$ cat src/rtl/ucsbece154b_branch_predictor_if.sv
// Fetch-lookup and execute-training signals between the pipeline and the branch predictor.
// The pipeline holds the master modport; the predictor holds the slave modport.
interface ucsbece154b_branch_predictor_if #(
  parameter int NUM_GHR_BITS = 5
);
  logic [31:0]             pcF_i;
  logic                    advanceF_i;
  logic                    predTakenF_o;
  logic [31:0]             btbTargetF_o;
  logic [NUM_GHR_BITS-1:0] phtIndexF_o;
  logic [NUM_GHR_BITS-1:0] ghrF_o;

  logic                    validE_i;
  logic [31:0]             pcE_i;
  logic                    isBranchE_i;
  logic                    isJumpE_i;
  logic                    takenE_i;
  logic [31:0]             targetE_i;
  logic [NUM_GHR_BITS-1:0] phtIndexE_i;
  logic [NUM_GHR_BITS-1:0] ghrE_i;
  logic                    mispredictE_i;

  modport master (
    output pcF_i, advanceF_i,
    output validE_i, pcE_i, isBranchE_i, isJumpE_i, takenE_i, targetE_i,
    output phtIndexE_i, ghrE_i, mispredictE_i,
    input  predTakenF_o, btbTargetF_o, phtIndexF_o, ghrF_o
  );

  modport slave (
    input  pcF_i, advanceF_i,
    input  validE_i, pcE_i, isBranchE_i, isJumpE_i, takenE_i, targetE_i,
    input  phtIndexE_i, ghrE_i, mispredictE_i,
    output predTakenF_o, btbTargetF_o, phtIndexF_o, ghrF_o
  );
endinterface

$ cat src/rtl/ucsbece154b_branch_predictor.sv
// Direction predictor plus direct-mapped BTB for the fetch stage, trained from execute.
// Define BPRED_GSHARE_EN for gshare indexing with a global history register; otherwise bimodal.
module ucsbece154b_branch_predictor #(
  parameter int NUM_BTB_ENTRIES = 32,
  parameter int NUM_GHR_BITS    = 5
) (
  input logic                           clk,
  input logic                           reset_i,
  ucsbece154b_branch_predictor_if.slave bp
);

  localparam int IDX         = $clog2(NUM_BTB_ENTRIES);
  localparam int TAG_W       = 30 - IDX;
  localparam int PHT_ENTRIES = 1 << NUM_GHR_BITS;

  logic                    btbValid  [NUM_BTB_ENTRIES];
  logic                    btbJump   [NUM_BTB_ENTRIES];
  logic [TAG_W-1:0]        btbTag    [NUM_BTB_ENTRIES];
  logic [31:0]             btbTarget [NUM_BTB_ENTRIES];
  logic [1:0]              pht       [PHT_ENTRIES];
  logic [NUM_GHR_BITS-1:0] ghr;

  logic [IDX-1:0]          idxF, idxE;
  logic                    hitF, jumpF, phtTakenF;
  logic [NUM_GHR_BITS-1:0] phtIndexF;
  logic                    trainE, trainBranchE;
  logic [1:0]              phtNextE;

  // Fetch lookup; ghr is tied to zero in the bimodal build, which reduces the XOR to pc bits.
  assign idxF      = bp.pcF_i[IDX+1:2];
  assign hitF      = btbValid[idxF] && (btbTag[idxF] == bp.pcF_i[31:IDX+2]);
  assign jumpF     = btbJump[idxF];
  assign phtIndexF = bp.pcF_i[NUM_GHR_BITS+1:2] ^ ghr;
  assign phtTakenF = pht[phtIndexF][1];

  assign bp.predTakenF_o = hitF && (jumpF || phtTakenF);
  assign bp.btbTargetF_o = hitF ? btbTarget[idxF] : 32'h0;
  assign bp.phtIndexF_o  = phtIndexF;
  assign bp.ghrF_o       = ghr;

  assign idxE         = bp.pcE_i[IDX+1:2];
  assign trainE       = bp.validE_i && (bp.isBranchE_i || bp.isJumpE_i);
  assign trainBranchE = bp.validE_i && bp.isBranchE_i;

  always_comb begin
    // NOTE: every always_comb output gets a default first so no path leaves it unassigned (no latch).
    phtNextE = pht[bp.phtIndexE_i];
    if (bp.takenE_i) begin
      if (phtNextE != 2'b11) phtNextE = phtNextE + 2'b01;
    end else begin
      if (phtNextE != 2'b00) phtNextE = phtNextE - 2'b01;
    end
  end

  // NOTE: state registers use <= so every always_ff reads pre-edge values regardless of block order.
  always_ff @(posedge clk or negedge reset_i) begin
    if (!reset_i) begin
      for (int i = 0; i < PHT_ENTRIES; i++) pht[i] <= 2'b01;
    end else if (trainBranchE) begin
      pht[bp.phtIndexE_i] <= phtNextE;
    end
  end

  always_ff @(posedge clk or negedge reset_i) begin
    if (!reset_i) begin
      for (int i = 0; i < NUM_BTB_ENTRIES; i++) btbValid[i] <= 1'b0;
    end else if (trainE && bp.takenE_i) begin
      btbValid[idxE] <= 1'b1;
    end
  end

  // NOTE: only the valid bits need reset; tag/target/jump are never read while their entry is invalid.
  always_ff @(posedge clk) begin
    if (trainE && bp.takenE_i) begin
      btbJump[idxE]   <= bp.isJumpE_i;
      btbTag[idxE]    <= bp.pcE_i[31:IDX+2];
      btbTarget[idxE] <= bp.targetE_i;
    end
  end

`ifdef BPRED_GSHARE_EN
  // An execute restore overrides the speculative shift issued in the same cycle.
  always_ff @(posedge clk or negedge reset_i) begin
    if (!reset_i) begin
      ghr <= '0;
    end else if (trainE && bp.mispredictE_i) begin
      ghr <= bp.isBranchE_i ? {bp.ghrE_i[NUM_GHR_BITS-2:0], bp.takenE_i} : bp.ghrE_i;
    end else if (bp.advanceF_i && hitF && !jumpF) begin
      ghr <= {ghr[NUM_GHR_BITS-2:0], phtTakenF};
    end
  end
`else
  logic unusedBimodal;
  assign ghr           = '0;
  assign unusedBimodal = ^{bp.advanceF_i, bp.ghrE_i, bp.mispredictE_i};
`endif

  logic unusedPcBits;
  assign unusedPcBits = ^{bp.pcF_i[1:0], bp.pcE_i[1:0]};

endmodule

$ cat src/flat_wrapper.sv
// flat-port wrapper written by rule: the top's interface ports become plain ports
module ucsbece154b_branch_predictor_flat 
#(
  parameter int NUM_BTB_ENTRIES = 32,
  parameter int NUM_GHR_BITS    = 5
)
  (clk, reset_i, bp_pcF_i, bp_advanceF_i, bp_validE_i, bp_pcE_i, bp_isBranchE_i, bp_isJumpE_i, bp_takenE_i, bp_targetE_i, bp_phtIndexE_i, bp_ghrE_i, bp_mispredictE_i, bp_predTakenF_o, bp_btbTargetF_o, bp_phtIndexF_o, bp_ghrF_o);
  ucsbece154b_branch_predictor_if #(.NUM_GHR_BITS(NUM_GHR_BITS)) bp_i ();
  input logic clk;
  input logic reset_i;
  input wire logic [$bits(bp_i.pcF_i)-1:0] bp_pcF_i;
  input wire logic [$bits(bp_i.advanceF_i)-1:0] bp_advanceF_i;
  input wire logic [$bits(bp_i.validE_i)-1:0] bp_validE_i;
  input wire logic [$bits(bp_i.pcE_i)-1:0] bp_pcE_i;
  input wire logic [$bits(bp_i.isBranchE_i)-1:0] bp_isBranchE_i;
  input wire logic [$bits(bp_i.isJumpE_i)-1:0] bp_isJumpE_i;
  input wire logic [$bits(bp_i.takenE_i)-1:0] bp_takenE_i;
  input wire logic [$bits(bp_i.targetE_i)-1:0] bp_targetE_i;
  input wire logic [$bits(bp_i.phtIndexE_i)-1:0] bp_phtIndexE_i;
  input wire logic [$bits(bp_i.ghrE_i)-1:0] bp_ghrE_i;
  input wire logic [$bits(bp_i.mispredictE_i)-1:0] bp_mispredictE_i;
  output wire logic [$bits(bp_i.predTakenF_o)-1:0] bp_predTakenF_o;
  output wire logic [$bits(bp_i.btbTargetF_o)-1:0] bp_btbTargetF_o;
  output wire logic [$bits(bp_i.phtIndexF_o)-1:0] bp_phtIndexF_o;
  output wire logic [$bits(bp_i.ghrF_o)-1:0] bp_ghrF_o;
  assign bp_i.pcF_i = bp_pcF_i;
  assign bp_i.advanceF_i = bp_advanceF_i;
  assign bp_i.validE_i = bp_validE_i;
  assign bp_i.pcE_i = bp_pcE_i;
  assign bp_i.isBranchE_i = bp_isBranchE_i;
  assign bp_i.isJumpE_i = bp_isJumpE_i;
  assign bp_i.takenE_i = bp_takenE_i;
  assign bp_i.targetE_i = bp_targetE_i;
  assign bp_i.phtIndexE_i = bp_phtIndexE_i;
  assign bp_i.ghrE_i = bp_ghrE_i;
  assign bp_i.mispredictE_i = bp_mispredictE_i;
  assign bp_predTakenF_o = bp_i.predTakenF_o;
  assign bp_btbTargetF_o = bp_i.btbTargetF_o;
  assign bp_phtIndexF_o = bp_i.phtIndexF_o;
  assign bp_ghrF_o = bp_i.ghrF_o;
  ucsbece154b_branch_predictor #(.NUM_BTB_ENTRIES(NUM_BTB_ENTRIES), .NUM_GHR_BITS(NUM_GHR_BITS)) u_core (.clk(clk), .reset_i(reset_i), .bp(bp_i));
endmodule
$ cat config.mk
export PLATFORM = sky130hd
export DESIGN_NAME = ucsbece154b_branch_predictor_flat
export DESIGN_NICKNAME = d
export VERILOG_FILES = /design/src/rtl/ucsbece154b_branch_predictor_if.sv /design/src/rtl/ucsbece154b_branch_predictor.sv /design/src/flat_wrapper.sv
export SDC_FILE = /design/constraint.sdc
export NUM_CORES = 2
export LEC_CHECK = 0
export ABC_AREA = 1
export CORE_MARGIN = 2
export CORE_UTILIZATION = 40
export CTS_CLUSTER_SIZE = 28
export DETAILED_ROUTE_END_ITERATION = 16
export PLACE_DENSITY = 0.51
export SLEW_MARGIN = 25
export SYNTH_ARGS = -nofsm -noshare
export SYNTH_HDL_FRONTEND = slang
export SYNTH_SLANG_ARGS = --single-unit
export TNS_END_PERCENT = 1
$ cat constraint.sdc
create_clock -name clk -period 6.5 [get_ports clk]
set_input_delay 1.625 -clock clk [delete_from_list [all_inputs] [get_ports clk]]
set_output_delay 1.625 -clock clk [all_outputs]
set_load 0.005 [all_outputs]
==> impl_metrics.yaml <==
run_status:
  outcome: "finished clean"
critical_path:
  cp_slowest_cell: "clkdlybuf4s50_1"
  critPathMaxFanout: 59
  worstPathArrival_ns: 4.77
  cp.required_ns: 4.88
  crit_top_cell: "nand2_1"
  crit_chain: "buf_8 -> clkinv_16 -> buf_12 -> buf_4 -> nand2_1 -> nand3_1 -> nand3_1 -> nand2_1 -> nand2_1 -> nand3_1 -> nand3b_1 -> nand2_1 -> nor2_1 -> nand2_1 -> nor2_1 -> nand2_2 -> buf_12 -> buf_4 -> nor3_2 -> clkdlybuf4s50_1"
  crit_buf_inv: 7
  crit_family: "buffers and inverters"
  worstSetupPathType: "in2out"
  endpoint_kind: "primary output"
  start_kind: "primary input"
  max_stage_delay_ns: 0.54
global_route:
  grt_max_degree: 153
  antenna_found_initial: 25
  grtUsageTotal_pct: 23.5
  grt_pass1_wl_um: 352000
  gr-total-overflow: 0
  first_global_vias: 49400
placed_design:
  numPortBuffers: 140
  dp_cells: 9109
  place.gp.congestion: 0.788
  dp_hpwl_um: 126000
  post_dp_cell_area_um2: 85000
  dp_slack_ns: 0.156
floorplanning:
  dieHeight_um: 450
  core_area_um2: 198000
  num_rows: 163
  start_util_pct: 40.3
  io_pins: 157
  dieArea_um2: 203000
  die_x_um: 450
timing:
  tightest_slew_ns: 1.05
  fin_ws_ns: 0.104
  finalHoldViolations: 0
  period_share_pct: 98.4
  worst_clock_skew_ns: 0.0238
  fmax_ghz: 0.156
  slew_viol_final: 0
  holdWs_ns: 0.456
  slew_headroom_pct: 30.0
  setup_viol: 0
  period_minus_slack_ns: 6.40
pwr:
  p_leak_uw: 0.0321
  power_frac_comb_pct: 6.6
  intPower_uw: 20700
  swShare_pct: 22.7
  p_clk_share_pct: 41.2
  peakVddDrop_mv: 0.219
  pwr-share-seq_pct: 52.2
  p_per_area_nw_per_um2: 295
  p_switching_uw: 6110
synthesis:
  synth_area_per_cell_um2: 12.2
  yosysSeqAreaShare_pct: 73.0
  ys_ff_latch: 1952
  synthCells: 6530
  yosysWarnings: 0
  syn_area_um2: 79700
  synth_cell_type_count: 39
flow_run:
  timing.max_cap.violations: 0
cts:
  htreeDepth: 4
  clock_latency_ns: 0.83
  postCtsHoldBufs: 0
  cts.clk_slew.worst_paths_ns: 0.06
  root_buffer: "clkbuf_16"
  cts_tree: "done"
  clock-sinks: 1952
  cts_buffers: 206
  clk_path_buf_depth: 3
drt:
  drc_errors: 0
  post_drt_wl_per_cell_um: 25.5
  vias: 51900
  viasPerCell: 5.46
  wl_met1_um: 107000
  drt-total-wl_um: 242000
  drt-initial-drc-count: 5214
  first_pass_iters: 6
  wl_met3_um: 13700
  drt.antenna.violating_nets: 0
  routed-wl-met2_um: 115000
  top_layer: "met5"
final_layout:
  fillers: 17800
  fin_area_um2: 91100
  layout-drive-gt1-share_pct: 9.91
  layout.cells.non_filler: 9495
  syn_to_final_growth_pct: 14.3
  register_area_um2: 58200
  multiInputGateArea_um2: 18900
  final_cell_mix: "nand2_1, edfxtp_1, nand3_1, a21oi_1, clkbuf_16"
  final_common_cell: "nand2_1"
  finalNetCount: 6792
worst_hold_path:
  hold_path_class: "reg2reg"
## layout make-up
cell class	instances	area share, %
Sequential cell	1952	63.9
Multi-Input combinational cell	4048	20.8
Clock buffer	286	6.20
Timing Repair Buffer	376	4.40
Tap cell	2640	3.63
Clock inverter	93	0.677
Inverter	94	0.446
Antenna cell	6	0.0165
## logic make-up after synthesis
group                  synth area share [%]
other                               0.00470
and+or+nand+nor                        17.2
DFF                                    73.0
buffers and inverters                  3.62
AOI/OAI and AO/OA                      6.21
## flip-flops by register name, summed over array words and instances (netlist names)
name,flops
u_core.btbTag,800
u_core.btbValid,32
u_core.btbJump,32
u_core.pht,64
u_core.btbTarget,1024
## metal layers
layer / track usage [%] / vias up
li1: - / 23800
met1: 33.0 / 26100
met2: 38.5 / 1654
met3: 3.06 / 346
met4: 6.51 / 8
met5: 0 / -
## per-stage QoR
step           power [uW]  TNS [ns]  utilization [%]
2_1_floorplan       15300         0                -
3_3_place_gp        16000         0             43.0
3_5_place_dp        16100         0             43.0
4_1_cts             27100         0             46.2
5_1_grt             27700    -0.120             46.1
6_report            26900         0             46.1
## repair_timing
action / CTS / global route
setup endpoints to repair: 0 / 14
resized for setup: 0 / 7
setup buffers: 0 / 0
## tightest hold or removal path, stage by stage, from the launching register on
cell and delay (ns):
dfrtp_1 0.32, inv_1 0.04, o21ai_0 0.06
## Yosys cell counts
library cell  number  area [um2]
inv_8              1        11.3
dfstp_2           32         841
inv_1             91         342
buf_6             51         574
o211ai_1          41         308
nand2_1         2138        8030
buf_1             36         135
conb_1             1        3.75
nand2_2            1        6.26
buf_4             56         420
o21ai_1            2        10.0
nand4_1            2        12.5
a221oi_1          16         140
nand3_2            1        10.0
nor3_2            30         300
clkbuf_1          82         308
clkbuf_2           1        5.00
o311ai_1          21         184
o32ai_1            6        52.6
nor2_1           109         409
buf_8              1        15.0
or2_2             14        87.6
a22oi_1           76         571
buf_2            213        1070
dfrtp_1           64        1600
nand3_1          903        4520
a32o_1            38         380
o22ai_1            7        43.8
o21ai_0          116         581
a21oi_1          368        1840
o221ai_1          19         166
and2_1            14        87.6
o31ai_1           18         135
nand3b_1          12        90.1
nor3_1            27         135
inv_2              2        7.51
and2_0             3        18.8
o311ai_0          61         534
edfxtp_1        1856       55700
## power groups by stage
stage	sequential (uW)	combinational (uW)	clock [uW]
floorplan	14300	1040	0
global placement	14300	1770	0
detailed placement	14300	1780	0
CTS	14000	1790	11300
global route	14000	1950	11800
finish	14000	1760	11100
## worst paths after layout
| kind | startpoint | to | slack (ns) | depth (start not counted) |
|---|---|---|---|---|
| max | bp_pcF_i[2] | bp_btbTargetF_o[14] | 0.10 | 20 |
| min | u_core.btbValid[10]$_DFFE_PN0P_ | u_core.btbValid[10]$_DFFE_PN0P_ | 0.46 | 2 |
| max reg2reg | u_core.pht[23]$_DFFE_PN0P_ | u_core.pht[42]$_DFFE_PN1P_ | 4.21 | 11 |
| min reg2reg | u_core.btbValid[10]$_DFFE_PN0P_ | u_core.btbValid[10]$_DFFE_PN0P_ | 0.46 | 2 |
| max in group asynchronous | reset_i | u_core.pht[43]$_DFFE_PN0P_ | 4.57 | 2 |
| min in group asynchronous | reset_i | u_core.pht[15]$_DFFE_PN0P_ | 0.80 | 1 |
Power figures use the tool's default switching activity.
